**src/rtl/vending_machine.sv**
```systemverilog
// Card-operated vending controller: two-digit keypad selection, cost display,
// payment wait, vend and delivery-door supervision over NUM_ITEMS stocked slots.
module vending_machine #(
  parameter int NUM_ITEMS = 20,
  parameter int CAPACITY  = 10,
  parameter int TIMEOUT   = 5
) (
  input  logic       CLK,
  input  logic       RST,
  input  logic       RELOAD,
  input  logic       CARD_IN,
  input  logic [3:0] ITEM_CODE,
  input  logic       KEY_PRESS,
  input  logic       VALID_TRAN,
  input  logic       DOOR_OPEN,
  output logic       VEND,
  output logic       INVALID_SEL,
  output logic [2:0] COST,
  output logic       FAILED_TRAN
);

  localparam int CNT_W  = $clog2(CAPACITY + 1);
  localparam int TMR_W  = $clog2(TIMEOUT + 1);
  localparam int CODE_W = $clog2(NUM_ITEMS);

  typedef enum logic [2:0] {
    S_IDLE, S_GET_D1, S_GET_D2, S_CHECK, S_WAIT_PAY, S_WAIT_DOOR, S_DOOR_OPENED
  } state_t;

  state_t            r_state, w_state_nxt;
  logic [TMR_W-1:0]  r_tmr, w_tmr_nxt;
  logic [3:0]        r_d1, w_d1_nxt, r_d2, w_d2_nxt;
  logic [CODE_W-1:0] r_code, w_code_nxt;
  logic              r_key_prev;
  logic              r_vend, w_vend_nxt, r_inv, w_inv_nxt, r_fail, w_fail_nxt;
  logic [2:0]        r_cost, w_cost_nxt;
  logic [CNT_W-1:0]  r_cnt [NUM_ITEMS];
  logic [CNT_W-1:0]  w_slot_cnt;
  logic [7:0]        w_code;
  logic              w_key_edge, w_tmo, w_sel_ok, w_reload, w_dec;

  function automatic logic [2:0] price(input logic [7:0] code);
    if (code <= 8'd3)       price = 3'd1;
    else if (code <= 8'd7)  price = 3'd2;
    else if (code <= 8'd11) price = 3'd3;
    else if (code <= 8'd15) price = 3'd4;
    else if (code <= 8'd17) price = 3'd5;
    else                    price = 3'd6;
  endfunction

  assign w_key_edge = KEY_PRESS & ~r_key_prev;
  assign w_tmo      = (r_tmr == TMR_W'(TIMEOUT - 1));
  assign w_code     = ({4'd0, r_d1} * 8'd10) + {4'd0, r_d2};

  // Stock count of the slot addressed by the entered digits (0 if out of range)
  always_comb begin
    w_slot_cnt = '0;
    for (int i = 0; i < NUM_ITEMS; i++) begin
      w_slot_cnt = (w_code == 8'(i)) ? r_cnt[i] : w_slot_cnt;
    end
  end

  assign w_sel_ok = (r_d1 <= 4'd1) && (r_d2 <= 4'd9) &&
                    (w_code < 8'(NUM_ITEMS)) && (w_slot_cnt != '0);

  // Next-state and next-output decode; the timer restarts whenever it is not advanced
  always_comb begin
    w_state_nxt = r_state;
    w_tmr_nxt   = '0;
    w_d1_nxt    = r_d1;
    w_d2_nxt    = r_d2;
    w_code_nxt  = r_code;
    w_vend_nxt  = r_vend;
    w_cost_nxt  = r_cost;
    w_inv_nxt   = 1'b0;
    w_fail_nxt  = 1'b0;
    w_reload    = 1'b0;
    w_dec       = 1'b0;
    case (r_state)
      S_IDLE: begin
        if (RELOAD)       w_reload    = 1'b1;
        else if (CARD_IN) w_state_nxt = S_GET_D1;
        else              w_state_nxt = S_IDLE;
      end
      S_GET_D1: begin
        if (w_key_edge) begin
          w_d1_nxt    = ITEM_CODE;
          w_state_nxt = S_GET_D2;
        end else if (w_tmo) begin
          w_state_nxt = S_IDLE;
        end else begin
          w_tmr_nxt = r_tmr + 1'b1;
        end
      end
      S_GET_D2: begin
        if (w_key_edge) begin
          w_d2_nxt    = ITEM_CODE;
          w_state_nxt = S_CHECK;
        end else if (w_tmo) begin
          w_inv_nxt   = 1'b1;
          w_state_nxt = S_IDLE;
        end else begin
          w_tmr_nxt = r_tmr + 1'b1;
        end
      end
      S_CHECK: begin
        if (w_sel_ok) begin
          w_cost_nxt  = price(w_code);
          w_code_nxt  = w_code[CODE_W-1:0];
          w_state_nxt = S_WAIT_PAY;
        end else begin
          w_inv_nxt   = 1'b1;
          w_state_nxt = S_IDLE;
        end
      end
      S_WAIT_PAY: begin
        if (VALID_TRAN) begin
          w_vend_nxt  = 1'b1;
          w_dec       = 1'b1;
          w_state_nxt = S_WAIT_DOOR;
        end else if (w_tmo) begin
          w_fail_nxt  = 1'b1;
          w_cost_nxt  = 3'd0;
          w_state_nxt = S_IDLE;
        end else begin
          w_tmr_nxt = r_tmr + 1'b1;
        end
      end
      S_WAIT_DOOR: begin
        if (DOOR_OPEN) begin
          w_state_nxt = S_DOOR_OPENED;
        end else if (w_tmo) begin
          w_vend_nxt  = 1'b0;
          w_cost_nxt  = 3'd0;
          w_state_nxt = S_IDLE;
        end else begin
          w_tmr_nxt = r_tmr + 1'b1;
        end
      end
      S_DOOR_OPENED: begin
        if (!DOOR_OPEN) begin
          w_vend_nxt  = 1'b0;
          w_cost_nxt  = 3'd0;
          w_state_nxt = S_IDLE;
        end else begin
          w_state_nxt = S_DOOR_OPENED;
        end
      end
      default: begin
        w_vend_nxt  = 1'b0;
        w_cost_nxt  = 3'd0;
        w_state_nxt = S_IDLE;
      end
    endcase
  end

  // Control state, timer, digits and registered outputs
  always_ff @(posedge CLK or negedge RST) begin
    if (!RST) begin
      r_state    <= S_IDLE;
      r_tmr      <= '0;
      r_d1       <= 4'd0;
      r_d2       <= 4'd0;
      r_code     <= '0;
      r_key_prev <= 1'b0;
      r_vend     <= 1'b0;
      r_inv      <= 1'b0;
      r_fail     <= 1'b0;
      r_cost     <= 3'd0;
    end else begin
      r_state    <= w_state_nxt;
      r_tmr      <= w_tmr_nxt;
      r_d1       <= w_d1_nxt;
      r_d2       <= w_d2_nxt;
      r_code     <= w_code_nxt;
      r_key_prev <= KEY_PRESS;
      r_vend     <= w_vend_nxt;
      r_inv      <= w_inv_nxt;
      r_fail     <= w_fail_nxt;
      r_cost     <= w_cost_nxt;
    end
  end

  // Slot stock: reset empties, reload refills, a vend removes one unit (never below 0)
  always_ff @(posedge CLK or negedge RST) begin
    if (!RST) begin
      for (int i = 0; i < NUM_ITEMS; i++) r_cnt[i] <= '0;
    end else begin
      for (int i = 0; i < NUM_ITEMS; i++) begin
        if (w_reload)
          r_cnt[i] <= CNT_W'(CAPACITY);
        else if (w_dec && (r_code == CODE_W'(i)) && (r_cnt[i] != '0))
          r_cnt[i] <= r_cnt[i] - 1'b1;
        else
          r_cnt[i] <= r_cnt[i];
      end
    end
  end

  assign VEND        = r_vend;
  assign INVALID_SEL = r_inv;
  assign FAILED_TRAN = r_fail;
  assign COST        = r_cost;

endmodule

```
**config.mk**
```make
export PLATFORM = sky130hd
export DESIGN_NAME = vending_machine
export DESIGN_NICKNAME = d
export VERILOG_FILES = /design/src/rtl/vending_machine.sv
export SDC_FILE = /design/constraint.sdc
export NUM_CORES = 1
export LEC_CHECK = 0
export CAP_MARGIN = 20
export CORE_ASPECT_RATIO = 0.6
export CORE_UTILIZATION = 44
export CTS_CLUSTER_DIAMETER = 30
export CTS_CLUSTER_SIZE = 14
export DETAILED_ROUTE_END_ITERATION = 16
export PLACE_DENSITY = 0.71
export SYNTH_ARGS = -nofsm -noshare
export SYNTH_HDL_FRONTEND = slang
export SYNTH_SLANG_ARGS = --single-unit
```
**constraint.sdc**
```tcl
create_clock -name CLK -period 4.35 [get_ports CLK]
set_clock_uncertainty 0.05 [all_clocks]
set_input_delay 0.87 -clock CLK [delete_from_list [all_inputs] [get_ports CLK]]
set_output_delay 0.87 -clock CLK [all_outputs]
set_load 0.05 [all_outputs]
```
# Word level (Yosys, flattened, before mapping)
# Cells that the tools add are included.
totals:
  regBits: 106
  input_bits: 11
  word_cells: 313
classes:
  n_addsub: 22
  multipliers: 1
  order_cmp: 8
  eq_ne: 52
  n_mux: 101
  bitwise: 4
  n_reduce_logical: 95
op_table:
  columns: ["cell", "count"]
  rows:
  - ["$mux W4", 60]
  - ["$reduce_bool A4 Y1", 21]
  - ["$sub A4 B1 Y4 const B", 20]
  - ["$eq A8 B4 Y1 const B", 8]
  - ["$mux W3", 20]
  - ["$logic_and A1 B1 Y1", 43]
  - ["$eq A5 B4 Y1 const B", 8]
  - ["$reduce_bool A2 Y1", 20]
  - ["$eq A8 B3 Y1 const B", 4]
  - ["$eq A8 B5 Y1 const B", 4]
  - ["$pmux W3 S7", 1]
  - ["$eq A5 B3 Y1 const B", 4]
  - ["$eq A5 B5 Y1 const B", 4]
  - ["$eq A8 B2 Y1 const B", 2]
  - ["$le A8 B4 Y1 const B", 2]
  - ["$pmux W3 S5", 1]
  - ["$mux W1", 14]
  - ["$ne A2 B2 Y1 const B", 7]
  - ["$eq A3 B3 Y1 const B", 4]
  - ["$eq A5 B2 Y1 const B", 2]
  - ["$reduce_and A5 Y1", 2]
  - ["$pmux W3 S3", 1]
  - ["$add A8 B4 Y8", 1]
  - ["$eq A8 B1 Y1 const B", 1]
  - ["23 further kinds", 29]

# Logic depth before layout (Yosys ltp)
logic_depth:
  ltp_word: 27
  mapped_depth: 11

# Worst setup path before layout
# OpenSTA, ideal clock, no wires.
synth_path:
  path_type: "reg-to-reg"
  start: "reg r_d1[0]"
  end: "reg r_code[1]"
  setup_ps: 125
  t_arrival_ps: 2998
  required_time_ps: 4175
  slack_ps: 1177
  stages_incl_launch_ff: 12
  period_less_slack_ps: 3173
  path_cell_list: "dfrtp_1 ha_1 fa_1 clkbuf_1 clkbuf_1 a31oi_1 o21a_1 o32ai_1 o211ai_1 a211oi_2 nand4b_4 mux2_4"
synth_via:
  elab_chain_cells: 26
  elab_cells_between_ends: 49
  cone_classes: "add/sub (1); mul (1); order compare (2); eq/ne (19); mux (20); reduce/logical (6)"
synth_lines:
  columns: ["element", "line", "text"]
  rows:
  - ["start, declared", "32", "logic [3:0] r_d1, w_d1_nxt, r_d2, w_d2_nxt;"]
  - ["start signal, assigned", "173", "r_d1 <= w_d1_nxt;"]
  - ["$mul A4 B3 Y7 (*)", "53", "assign w_code = ({4'd0, r_d1} * 8'd10) + {4'd0, r_d2};"]
  - ["$add A8 B4 Y8 (*)", "53", null]
  - ["net w_code[2]", "39", "logic [7:0] w_code;"]
  - ["$logic_not A8 Y1", "59", "w_slot_cnt = (w_code == 8'(i)) ? r_cnt[i] : w_slot_cnt;"]
  - ["$mux W4 (20 in series)", "59", null]
  - ["$reduce_bool A4 Y1", "64", "(w_code < 8'(NUM_ITEMS)) && (w_slot_cnt != '0);"]
  - ["$logic_and A1 B1 Y1 (*)", "64", null]
  - ["$reduce_and A2 Y1 (no line) (*)", null, null]
  - ["end signal, assigned", "175", "r_code <= w_code_nxt;"]
  - ["end, declared", "33", "logic [CODE_W-1:0] r_code, w_code_nxt;"]
# The timed path passes the listed nets; every way through them passes the cells marked *.
# A chain may end at the register's enable or synchronous reset.

# Worst setup path in the final report
layout_path:
  start: "reg r_d1[0]"
  end: "reg r_cost[2], in the netlist COST[2]"
layout_via:
  elab_chain_cells: 27
  elab_cells_between_ends: 58
  cone_classes: "add/sub (1); mul (1); order compare (5); eq/ne (20); mux (25); reduce/logical (6)"
layout_lines:
  columns: ["element", "line", "text"]
  rows:
  - ["$mul A4 B3 Y7 (*)", "53", null]
  - ["$add A8 B4 Y8 (*)", "53", null]
  - ["net w_code[2]", "39", null]
  - ["$logic_not A8 Y1", "59", null]
  - ["$mux W4 (20 in series)", "59", null]
  - ["$reduce_bool A4 Y1", "64", null]
  - ["$logic_and A1 B1 Y1", "64", null]
  - ["$ne A2 B2 Y1 (no line)", null, null]
  - ["$reduce_and A5 Y1 (no line)", null, null]
  - ["end signal, assigned", "180", "r_cost <= w_cost_nxt;"]
  - ["end, declared", "36", "logic [2:0] r_cost, w_cost_nxt;"]
# The timed path passes the listed nets; every way through them passes the cells marked *. The select of a mux whose other input is x is not followed.

==> results.txt <==
----------------------------------------------------
[Drt]
  Drt first-iter violations ... 426
  Antenna Violating Nets Remaining ... 0
  Total routed wirelength ... 15500 um
  Mean routed wirelength per cell ... 17.2 um
  Drt via density ... 5.72
  Vias ... 5142
  Pre-Repair DR Iteration Count ... 6
  DRC errors left ... 0

[Clock network]
  Buffer count from post-CTS setup fixing ... 0
  Clock input transition at the sequential cells of the worst setup and hold paths ... 0.07 ns
  Clock sink count ... 106
  Root cell of the clock tree ... clkbuf_16
  CTS Hold Buffers Added ... 0
  Maximum number of buffers from clock root to sink ... 2
  Clock latency reported for the late side of the worst-skew pair ... 0.35 ns
  CTS Buf Count ... 9
  CTS H-tree lvls ... 3
  Clock tree from TritonCTS ... built
  Quantity of gates resized following cts ... 0

[Synthesis]
  Post-synthesis instance total ... 693
  Fraction of registers with async set/reset ... 100%
  Sequential-to-total area share from yosys stat ... 41.6%
  YS warnings ... 0
  Primary FF master, synth ... dfrtp_1
  Library cells used by synthesis ... 71
  Mean instance size in the synthesized netlist ... 9.21 um2
  Area of the mapped netlist ... 6380 um2
  Register bit total from synthesis ... 106
  Synthesized net count ... 735
  Number of synthesized flops with an enable pin ... 0

[Timing]
  Clock period minus worst slack ... 3.89 ns
  RSZ-0062 raised after global routing ... false
  Final Hold Slack ... 0.431 ns
  Number of setup violations in the final report ... 0
  Worst Tran Pin Value ... 0.993 ns
  Remaining max-slew budget at the tightest pin ... 32.8%
  Total Neg Setup Slack ... 0 ns
  Hold violation count in the final report ... 0
  Number of max-slew violations in the final report ... 0
  Maximum achievable frequency ... 257 MHz
  Final critical-path share of the clock period ... 89.4%

[Layout]
  Signed area change from the synthesized netlist to the final layout ... 10.1%
  Post-route standard cell area excluding fillers ... 7030 um2
  Net total in the final layout ... 745
  Inserted Diodes ... 0
  Fraction of final layout cells sized beyond drive strength 1 ... 7.78%

[Power]
  Worst-case vdd ir drop ... 0.000333 V
  Overall power ... 4170 uW
  Clock power frac ... 19.4%
  Power per cell area ... 594 nW/um2
  Share of power burned in registers ... 30.4%
  Total internal power ... 2280 uW
  Switching portion of total power ... 45.4%
  P_leak ... 0.00305 uW
  Gate power share ... 50.2%
  Switching power summed over all nets ... 1890 uW

[Critical path]
  CP startpoint kind ... register
  Logic depth of the worst register-to-register path ... 10
  Worst setup path class ... reg -> reg
  Slowest cell on the critical path ... fa_1
  Crit-path cells ... ha_1, fa_1, or3b_2, a21oi_1, o31a_1, o32ai_1, o211ai_1, o31ai_1, a32oi_1, o22ai_1
  Required time at the endpoint of the critical path ... 4.56 ns
  Critical path's largest stage delay ... 1.12 ns
  Top fanout value on the critical path ... 27
  Minimum setup slack among reg-to-reg paths ... 0.46 ns
  Launch point of the worst reg-to-reg path ... r_d1[0]$_DFFE_PN0P_
  Critical Path Sink Type ... register
  Data arrival at the endpoint of the critical path ... 4.10 ns
  Worst path top cell family by delay ... compound AO/OA/AOI/OAI gates
  Worst r2r dst ... COST[2]$_DFFE_PN0P_
  Critical path buffer and inverter count ... 0

[GRT]
  Total global-route track usage ... 22.0%
  Via count of the first global-routing pass ... 4903
  First-pass GRT wire length ... 25300 um
  Leftover overflow at the end of global routing ... 0
  Maximum number of pins on one net before global-route repair ... 56
  Number of antenna violations at the first check in global routing ... 0

[Run]
  Count of max-cap constraint violations ... 0

[Floorplan]
  Starting density of the core ... 45.9%
  I/O pin count ... 17
  Count of standard-cell rows ... 33
  Placeable Area ... 13900 um2
  Floorplan die area ... 15000 um2
  Vert. Die Dim ... 95.3 um
  Width of the chip ... 157 um

[Worst hold path]
  Path class of the lowest-slack min-delay path ... reg -> reg
  Hold Crit Depth ... 1
  Min-delay src ... r_tmr[0]$_DFF_PN0_
  Worst hold path endpoint ... r_tmr[0]$_DFF_PN0_

[Placement]
  Routability-driven placement congestion ratio ... 0.914
  Placed instance area ... 6740 um2
  Detail Placement HPWL ... 11000 um
  Number of port buffers ... 16

[Status]
  Result of the run ... completed

----------------------------------------------------
[sequential cells by signal, indices dropped and copies added, names as in the netlist]
signal	count
VEND	1
r_state	3
r_cnt	80
r_code	5
COST	3
r_tmr	3
r_d2	4
r_d1	4
FAILED_TRAN	1
r_key_prev	1
INVALID_SEL	1
[per-stage QoR]
step | setup WS, ns | util, % | instances
floorplan | 1.18 | - | 693
global placement | 0.717 | 48.4 | 884
detailed placement | 0.589 | 48.4 | 884
CTS | 0.572 | 50.5 | 899
global route | 0.202 | 50.5 | 899
finish | 0.463 | 50.5 | 899
[synth_stat cells (all sizes together) (3+ instances only)]
library cell | count | area [um2]
a211o | 4 | 35.0
a211oi | 9 | 72.6
a21boi | 3 | 22.5
a21oi | 25 | 125
a31oi | 3 | 18.8
and3 | 13 | 81.3
buf | 7 | 38.8
clkbuf | 18 | 67.6
dfrtp | 106 | 2650
ha | 29 | 363
inv | 61 | 229
mux2 | 15 | 188
mux2i | 5 | 50.1
mux4 | 6 | 135
nand2 | 83 | 314
nand2b | 10 | 62.6
nand3 | 10 | 50.1
nand3b | 4 | 30.0
nand4 | 3 | 18.8
nor2 | 87 | 327
nor2b | 7 | 43.8
nor3 | 13 | 76.3
nor4 | 15 | 100
o211ai | 17 | 128
o21ai | 26 | 130
o221ai | 3 | 26.3
o22ai | 4 | 25.0
or3 | 6 | 37.5
xnor2 | 50 | 438
xor2 | 10 | 95.1
[area by class of cell]
cell class / count / area (um2)
flip-flops and latches: 106 / 2650
fillers: 1251 / 6890
clock buffers: 12 / 246
clock inverters: 3 / 40.0
well taps: 192 / 240
inverters: 61 / 229
multi-input cells: 501 / 3400
repair buffers: 24 / 218
[routing by layer]
| metal | part of all wire (%) | wire (um) | GRT usage [%] |
|---|---|---|---|
| met2 | 43 | 6600 | 33.4 |
| met1 | 47 | 7330 | 31.8 |
| met5 | 0 | 0 | 0 |
| met3 | 8.5 | 1310 | 5.27 |
| met4 | 1.6 | 252 | 4.77 |
[power groups by stage]
stage,Combinational [uW],Clock [uW],Sequential [uW]
floorplan,1540,0,1220
global placement,1970,0,1270
detailed placement,2030,0,1280
CTS,2040,830,1260
global route,2270,868,1290
finish,2090,810,1270
[cells by family after synthesis]
| group | after synthesis | synth area share [%] |
|---|---|---|
| flops | 106 | 41.6 |
| compound gates | 120 | 12.9 |
| mux | 26 | 5.84 |
| xor+xnor | 60 | 8.35 |
| simple gates | 264 | 19.8 |
| fa+ha+maj | 31 | 6.31 |
| buf+inv | 86 | 5.25 |
[layout by cell type, fill, tap and decap left out, types with 12 or more instances in the layout]
| master | Yosys | final |
|---|---|---|
| nor4_1 | 14 | 14 |
| o211ai_1 | 17 | 17 |
| clkdlybuf4s50_1 | 0 | 15 |
| ha_1 | 29 | 29 |
| o21ai_0 | 26 | 26 |
| inv_1 | 61 | 61 |
| dfrtp_1 | 106 | 106 |
| a21oi_1 | 25 | 25 |
| and3_1 | 13 | 13 |
| xnor2_1 | 50 | 50 |
| nor2_1 | 87 | 87 |
| nor3_1 | 12 | 12 |
| nand2_1 | 82 | 82 |
[worst reg2reg max path, delay by kind of cell (launching register included)]
family / cells / cell delay, ns
flops: 1 / 0.41
compound gates: 7 / 1.71
fa+ha+maj: 2 / 1.36
simple gates: 1 / 0.27
[worst max path at each step]
stage,slack [ns],to,startpoint,cells past startpoint
floorplan,1.18,r_code[1]$_DFFE_PN0P_,r_d1[0]$_DFFE_PN0P_,11
global placement,0.72,COST[0]$_DFFE_PN0P_,r_d1[0]$_DFFE_PN0P_,10
global route,0.20,COST[1]$_DFFE_PN0P_,r_d1[0]$_DFFE_PN0P_,10
finish,0.46,COST[2]$_DFFE_PN0P_,r_d1[0]$_DFFE_PN0P_,10
CTS,0.57,COST[2]$_DFFE_PN0P_,r_d1[0]$_DFFE_PN0P_,10
detailed placement,0.59,COST[2]$_DFFE_PN0P_,r_d1[0]$_DFFE_PN0P_,10
(Power assumes the default switching activity.)
